$ cat config.mk
export PLATFORM = sky130hd
export DESIGN_NAME = pc_fetch_sequencer_flat
export DESIGN_NICKNAME = d
export VERILOG_FILES = /design/src/rtl/pc_fetch_sequencer_if.sv /design/src/rtl/pc_fetch_sequencer.sv /design/src/flat_wrapper.sv
export SDC_FILE = /design/constraint.sdc
export NUM_CORES = 1
export LEC_CHECK = 0
export CORE_ASPECT_RATIO = 0.5
export CORE_UTILIZATION = 55
export DETAILED_ROUTE_END_ITERATION = 7
export DONT_BUFFER_PORTS = 1
export PLACE_DENSITY = 0.68
export SYNTH_ARGS = -nofsm -noshare
export SYNTH_HDL_FRONTEND = slang
export SYNTH_SLANG_ARGS = --single-unit
$ cat constraint.sdc
create_clock -name clock -period 4.2 [get_ports clock]
set_input_delay 1.05 -clock clock [delete_from_list [all_inputs] [get_ports clock]]
set_output_delay 1.05 -clock clock [all_outputs]
set_load 0.005 [all_outputs]
$ cat src/rtl/pc_fetch_sequencer_if.sv
// Instruction-memory fetch handshake between the PC sequencer (master) and memory (slave).
interface pc_fetch_sequencer_if;
  logic [31:0] fetch_addr;
  logic        fetch_req;
  logic        fetch_ack;

  modport master (output fetch_addr, output fetch_req, input fetch_ack);
  modport slave  (input fetch_addr, input fetch_req, output fetch_ack);
endinterface

$ cat src/rtl/pc_fetch_sequencer.sv
// Program counter and instruction-fetch sequencer, word-addressed (+1 per instruction).
// Define PC_SEQ_RAS_EN to add call_en/ret_en ports and a RAS_DEPTH-entry return-address stack.
//
//  state | meaning
//  IDLE  | one cycle after reset before the first request
//  REQ   | fetch_req high, fetch_addr = pc, waiting for / taking acks
//  HOLD  | instruction acked under stall; waits for stall to drop, then accepts
module pc_fetch_sequencer #(
  parameter logic [31:0] RESET_PC = 32'h0000_0000
`ifdef PC_SEQ_RAS_EN
  ,
  parameter int RAS_DEPTH = 4
`endif
) (
  input  logic                        clock,
  input  logic                        reset,
  input  logic                        stall,
  input  logic                        branch_en,
  input  logic [15:0]                 branch_offset,
  input  logic                        jump_en,
  input  logic [25:0]                 jump_target,
`ifdef PC_SEQ_RAS_EN
  input  logic                        call_en,
  input  logic                        ret_en,
`endif
  pc_fetch_sequencer_if.master        fetch,
  output logic                        instr_valid,
  output logic [31:0]                 last_pc,
  output logic [31:0]                 pc_plus1
);

  typedef enum logic [1:0] {IDLE, REQ, HOLD} state_t;

  state_t      state;
  logic [31:0] pc;
  logic        req_q;
  logic        pend_vld;
  logic [31:0] pend_pc;

  logic        accept;
  logic [31:0] seq_pc;
  logic [31:0] branch_tgt;
  logic [31:0] jump_tgt;
  logic [31:0] redir_tgt;
  logic [31:0] next_pc;

  assign fetch.fetch_addr = pc;
  assign fetch.fetch_req  = req_q;

  assign accept     = ((state == REQ) && fetch.fetch_ack && !stall) ||
                      ((state == HOLD) && !stall);
  assign seq_pc     = pc + 32'd1;
  // Redirect targets are relative to the previously accepted instruction.
  assign branch_tgt = last_pc + 32'd1 + {{16{branch_offset[15]}}, branch_offset};
  assign jump_tgt   = {last_pc[31:26], jump_target};
  assign redir_tgt  = jump_en ? jump_tgt : branch_tgt;

`ifdef PC_SEQ_RAS_EN
  localparam int            PW       = $clog2(RAS_DEPTH);
  localparam logic [PW:0]   RAS_FULL = (PW + 1)'(RAS_DEPTH);

  logic [31:0]   ras_mem [RAS_DEPTH];
  logic [PW-1:0] ras_top;
  logic [PW:0]   ras_cnt;
  logic          ras_empty;
  logic          ras_pop;
  logic          ras_push;
  logic [PW-1:0] push_idx;

  assign ras_empty = (ras_cnt == '0);
  assign ras_pop   = accept && ret_en && !ras_empty;
  assign ras_push  = accept && call_en;
  // Pop-then-push in one accept rewrites the current top in place.
  assign push_idx  = ras_pop ? ras_top : ras_top + PW'(1);

  always_ff @(posedge clock) begin
    if (reset) begin
      ras_top <= '0;
      ras_cnt <= '0;
    end else begin
      if (ras_push) begin
        ras_top <= push_idx;
      end else if (ras_pop) begin
        ras_top <= ras_top - PW'(1);
      end
      if (ras_push && !ras_pop && (ras_cnt != RAS_FULL)) begin
        ras_cnt <= ras_cnt + 1'b1;
      end else if (ras_pop && !ras_push) begin
        ras_cnt <= ras_cnt - 1'b1;
      end
    end
  end

  always_ff @(posedge clock) begin
    if (!reset && ras_push) begin
      ras_mem[push_idx] <= seq_pc;
    end
  end
`endif

  always_comb begin
    next_pc = seq_pc;
    if (jump_en) begin
      next_pc = jump_tgt;
    end
`ifdef PC_SEQ_RAS_EN
    else if (ret_en) begin
      next_pc = ras_empty ? seq_pc : ras_mem[ras_top];
    end
`endif
    else if (branch_en) begin
      next_pc = branch_tgt;
    end else if (pend_vld) begin
      next_pc = pend_pc;
    end
  end

  always_ff @(posedge clock) begin
    if (reset) begin
      state       <= IDLE;
      pc          <= RESET_PC;
      last_pc     <= RESET_PC;
      pc_plus1    <= RESET_PC + 32'd1;
      req_q       <= 1'b0;
      instr_valid <= 1'b0;
      pend_vld    <= 1'b0;
      pend_pc     <= RESET_PC;
    end else begin
      instr_valid <= accept;
      if (accept) begin
        last_pc  <= pc;
        pc_plus1 <= seq_pc;
        pc       <= next_pc;
        pend_vld <= 1'b0;
      end else if (jump_en || branch_en) begin
        pend_vld <= 1'b1;
        pend_pc  <= redir_tgt;
      end
      case (state)
        IDLE: begin
          state <= REQ;
          req_q <= 1'b1;
        end
        REQ: begin
          if (fetch.fetch_ack && stall) begin
            state <= HOLD;
            req_q <= 1'b0;
          end
        end
        HOLD: begin
          if (!stall) begin
            state <= REQ;
            req_q <= 1'b1;
          end
        end
        default: begin
          state <= IDLE;
          req_q <= 1'b0;
        end
      endcase
    end
  end

endmodule
$ cat src/flat_wrapper.sv
// flat-port wrapper written by rule: the top's interface ports become plain ports
module pc_fetch_sequencer_flat 
#(
  parameter logic [31:0] RESET_PC = 32'h0000_0000

)
  (clock, reset, stall, branch_en, branch_offset, jump_en, jump_target, instr_valid, last_pc, pc_plus1, fetch_fetch_addr, fetch_fetch_req, fetch_fetch_ack);
  pc_fetch_sequencer_if fetch_i ();
  input  logic clock;
  input  logic reset;
  input  logic stall;
  input  logic branch_en;
  input  logic [15:0] branch_offset;
  input  logic jump_en;
  input  logic [25:0] jump_target;
  output logic instr_valid;
  output logic [31:0] last_pc;
  output logic [31:0] pc_plus1;
  output wire logic [$bits(fetch_i.fetch_addr)-1:0] fetch_fetch_addr;
  output wire logic [$bits(fetch_i.fetch_req)-1:0] fetch_fetch_req;
  input wire logic [$bits(fetch_i.fetch_ack)-1:0] fetch_fetch_ack;
  assign fetch_fetch_addr = fetch_i.fetch_addr;
  assign fetch_fetch_req = fetch_i.fetch_req;
  assign fetch_i.fetch_ack = fetch_fetch_ack;
  pc_fetch_sequencer #(.RESET_PC(RESET_PC)) u_core (.clock(clock), .reset(reset), .stall(stall), .branch_en(branch_en), .branch_offset(branch_offset), .jump_en(jump_en), .jump_target(jump_target), .fetch(fetch_i), .instr_valid(instr_valid), .last_pc(last_pc), .pc_plus1(pc_plus1));
endmodule
# After elaboration in Yosys (flattened, before gate mapping)
# Index checks and enable logic that the tools add are counted.
op_classes:
  muxes: 10
  n_addsub: 3
  bitwise: 1
  reduce_logical: 11
  n_eq_ne: 4
op_table:
  columns: ["operator", "n"]
  rows:
  - ["2-to-1 mux 32 bit", 4]
  - ["adder 32 x 1 -> 32 bit (second input constant)", 2]
  - ["adder 32 bit", 1]
  - ["one-hot mux 2 bit (3 select lines)", 1]
  - ["logical AND 1 bit", 4]
  - ["2-to-1 mux 2 bit", 2]
  - ["!= test 2 bit (second input constant)", 2]
  - ["AND reduction 2 bit", 2]
  - ["one-hot mux 1 bit (3 select lines)", 1]
  - ["== test 2 x 1 -> 1 bit (second input constant)", 1]
  - ["== test 2 bit (second input constant)", 1]
  - ["zero test 2 bit", 1]
  - ["logical OR 1 bit", 2]
  - ["2-to-1 mux 1 bit", 2]
  - ["OR reduction 2 bit", 1]
  - ["zero test 1 bit", 1]
  - ["inverter 1 bit", 1]
word_totals:
  out_inout_bits: 98
  register_bits: 133
  wordCells: 37

# Depth between registers and ports, before layout
logic_depth:
  word_depth: 6
  mapped_depth: 12
  ltp_nobuf: 12

# Least setup slack after synthesis
# No wires, ideal clock.
synth_timing:
  path_kind: "in2reg"
  from: "in branch_offset[0]"
  to: "reg u_core.pc[22] (netlist: u_core.fetch.fetch_addr[22])"
  t_required_ns: 4.105
  stages: 12
  setup_slack_ns: 0.715
  path_buffers: 0
  arrival_time_ns: 3.389
  setup_time_ns: 0.095
  path_cell_list: "inv_1 > ha_1 > inv_1 > fa_1 > a211oi_1 > nor3_1 > o21ba_2 > o21ai_1 > a21oi_1 > o21a_1 > or3_1 > a221oi_1"
synth_via:
  elab_chain_cells: 3
synth_rtl:
  columns: ["element", "line", "source"]
  rows:
  - ["start: declaration", "flat_wrapper.sv:13", "input logic [15:0] branch_offset;"]
  - ["adder 32 bit", "pc_fetch_sequencer.sv:54", "assign branch_tgt = last_pc + 32'd1 + {{16{branch_offset[15]}}, branch_offset};"]
  - ["2-to-1 mux 32 bit", "pc_fetch_sequencer.sv:111", "else if (branch_en) begin"]
  - ["2-to-1 mux 32 bit", "pc_fetch_sequencer.sv:103", "if (jump_en) begin"]
  - ["end signal: assignment", "pc_fetch_sequencer.sv:133", "pc <= next_pc;"]
  - ["end: declaration", "pc_fetch_sequencer.sv:35", "logic [31:0] pc;"]
# No other way between the ends.
# A chain may end at the register's enable or synchronous reset.

# Final worst setup path
# Same ends and word-level chain as after synthesis.

==> metrics.md <==
| Metric | Value |
|---|---|
| Status | complete, no violations |
| FF-to-FF path depth | 12 |
| Die H | 88.4 um |
| WL final | 26300 um |
| Top FF cell, synth | dfxtp_1 |
| WL/cell | 21.0 um |
| Global-route wire length before repair | 40200 um |
| Fmax | 287 MHz |
| Cell count after synthesis | 1088 |
| Hold buffers post-CTS | 0 |
| Row cnt | 31 |
| Worst-path fanout max | 4 |
| Syn Std Cell Area | 8220 um2 |
| Worst vdd ir | 0.000267 V |
| Layout cells sized above 1 | 5.88% |
| Top cells by area, synth | dfxtp_1 (32%), nand2_1 (7.7%), a21oi_1 (7.6%) |
| Top cell type's share of synthesized area | 32.2% |
| RSZ-0062 raised after global routing | no |
| Endpoint class of the critical path | flip-flop |
| Count of endpoints failing setup in the final report | 0 |
| WS Path Type | primary input to flip-flop |
| Yosys reg bits | 132 |
| Synth unique cells | 73 |
| CTS Buf Count | 17 |
| Worst EP arrival | 3820 ps |
| Routed via count | 8068 |
| Most frequent cell after synthesis | nand2_1 |
| Final Instance Count excl. Fillers | 1253 |
| Post-synth EDFFs | 0 |
| Port bufs | 0 |
| Post-CTS Setup Bufs | 0 |
| Total negative setup slack | 0 ps |
| ANT nets after route | 0 |
| Crit path required time | 4530 ps |
| Placed Cells | 1221 |
| Worst rel slew slack | 39.5% |
| Syn Nets | 1169 |
| Tightest Hold Check Type | flip-flop to flip-flop |
| Max clock buf depth | 2 |
| Post-synthesis sequential area ratio | 32.2% |
| Async SR Flop Fraction | 0% |
| Clock Root Buffer | clkbuf_16 |
| CP Launch Type | primary input |
| Synth top cells by count | nand2_1 (169), dfxtp_1 (132), a21oi_1 (124) |
| HPWL after detailed placement | 18500 um |
| Residual DRC | 0 |
| Largest net degree at the start of global routing | 97 |
| Area Growth Syn to Fin | 7.90% |
| GP Congestion | 0.875 |
| Post-CTS sizing | 0 |
| Die area | 15500 um2 |
| Mean Syn Cell Area | 7.55 um2 |
| DRT Pass-1 Iters | 6 |
| Slew Viols, Final | 0 |
| Antenna cell count | 0 |
| Vias in the first global route | 7359 |
| Final Hold Viols | 0 |
| Leakage power | 3.31 nW |
| Area leader, netlist | dfxtp_1 |
| Final Skew | 8.48 ps |
| Die W | 175 um |
| CTS tree | yes |
| First DRT Iteration DRCs | 894 |
| Total core area | 14500 um2 |
| Maxcap violations | 0 |
| Via density per instance | 6.44 |
| Grt ovf | 0 |
| Clk Latency, worst-skew pair | 430 ps |
| Slew @ Worst Pin | 907 ps |
| Post-layout minimum cycle time | 3490 ps |
| Nets | 1123 |
| YS warnings | 0 |
| Overall Global Routing Usage | 33.8% |
| Fillers | 1344 |
| Fin crit share | 83.0% |
| Post-Route Utilization | 61.1% |
| Initial Utilization | 56.6% |
| I/O pins | 146 |
| Clock transition at the registers of the reported paths | 60 ps |
| Initial antenna violation count | 0 |
| PwrDens | 383 nW/um2 |
| Min-Delay Path Depth | 2 |
| H-tree Lvls | 4 |
| Clk sinks | 132 |
==> layer usage <==
metal,up-vias,GRT usage (%),part of all wire (%)
met5,-,0,0
met4,0,11.5,2.7
met3,56,10.0,10
met2,411,53.1,43
met1,3762,44.5,44
li1,3839,-,-
==> registers in the layout, summed over array words and instances, names as in the netlist <==
| signal | cells |
|---|---|
| u_core.pend_vld | 1 |
| u_core.pc_plus1 | 32 |
| u_core.fetch.fetch_addr | 32 |
| u_core.pend_pc | 32 |
| u_core.state | 2 |
| u_core.instr_valid | 1 |
| u_core.last_pc | 32 |
==> worst max-delay path, cell delays in order <==
cell	delay [ps]
inv_1	40
ha_1	160
inv_1	50
fa_1	420
a211oi_1	420
nor3_1	130
o21ba_2	240
o21ai_1	340
a21oi_1	160
o21a_1	220
or3_1	340
a221oi_1	240
==> path summary, 6_finish.rpt <==
check	slack, ps	startpoint	end
min	460	u_core.pend_pc[15]$_SDFFE_PP0P_	u_core.pend_pc[15]$_SDFFE_PP0P_
min reg2reg	460	u_core.pend_pc[15]$_SDFFE_PP0P_	u_core.pend_pc[15]$_SDFFE_PP0P_
max	710	branch_offset[0]	u_core.fetch.fetch_addr[22]$_SDFFE_PP0P_
max reg2reg	970	u_core.last_pc[0]$_SDFFE_PP0P_	u_core.fetch.fetch_addr[22]$_SDFFE_PP0P_
==> where the power goes <==
group          internal, W  total (W)  switching, W
clock              0.00102    0.00163      0.000603
combinational     0.000144   0.000379      0.000235
sequential         0.00132    0.00139     0.0000758
==> cells in the final DEF, fill, tap and decap left out, types with 11 or more instances in the layout <==
cell,netlist,routed
a21oi_1,124,124
nor2_1,97,96
o21ai_0,70,70
ha_1,32,32
clkbuf_16,0,17
nand4_1,15,15
o211ai_1,16,16
nand2_1,169,169
mux2i_1,22,22
buf_4,1,11
nand2b_1,12,12
xor2_1,28,28
dfxtp_1,132,131
nand3_1,38,38
a221oi_1,13,13
a211oi_1,29,29
nor3_1,22,22
a21o_1,12,12
inv_1,19,19
xnor2_1,28,28
==> cells by family (layout without fill, tap and decap cells) <==
logic type                 Yosys count  after routing  synth area share [%]
and+or+nand+nor                    409            409                  23.0
DFF                                132            132                  32.2
adders and majority gates           33             33                  5.12
muxes                               23             23                  2.82
AOI/OAI and AO/OA                  339            339                  26.0
xor gates and xnor gates            56             56                  5.97
buffers and inverters               96             63                  4.98
==> final cells by class <==
| cell class | count | area, um2 | area share (%) |
|---|---|---|---|
| inverter | 19 | 71.3 | 0.804 |
| timing repair buffer | 12 | 103 | 1.16 |
| multi-input combinational | 860 | 5170 | 58.3 |
| clock inverter | 13 | 180 | 2.03 |
| tap | 198 | 248 | 2.79 |
| clock buffer | 19 | 453 | 5.11 |
| sequential | 132 | 2640 | 29.8 |
==> through the flow <==
stage          power (W)  area, um2  hold WS [ps]  worst slack (ps)
2_1_floorplan    0.00171       8220           432               715
3_3_place_gp     0.00178       8230           434               331
3_5_place_dp     0.00179       8230           441               312
4_1_cts          0.00339       8870           450               734
5_1_grt          0.00350       8870           467               478
6_report         0.00340       8870           457               715
Power figures use the tool's default switching activity.
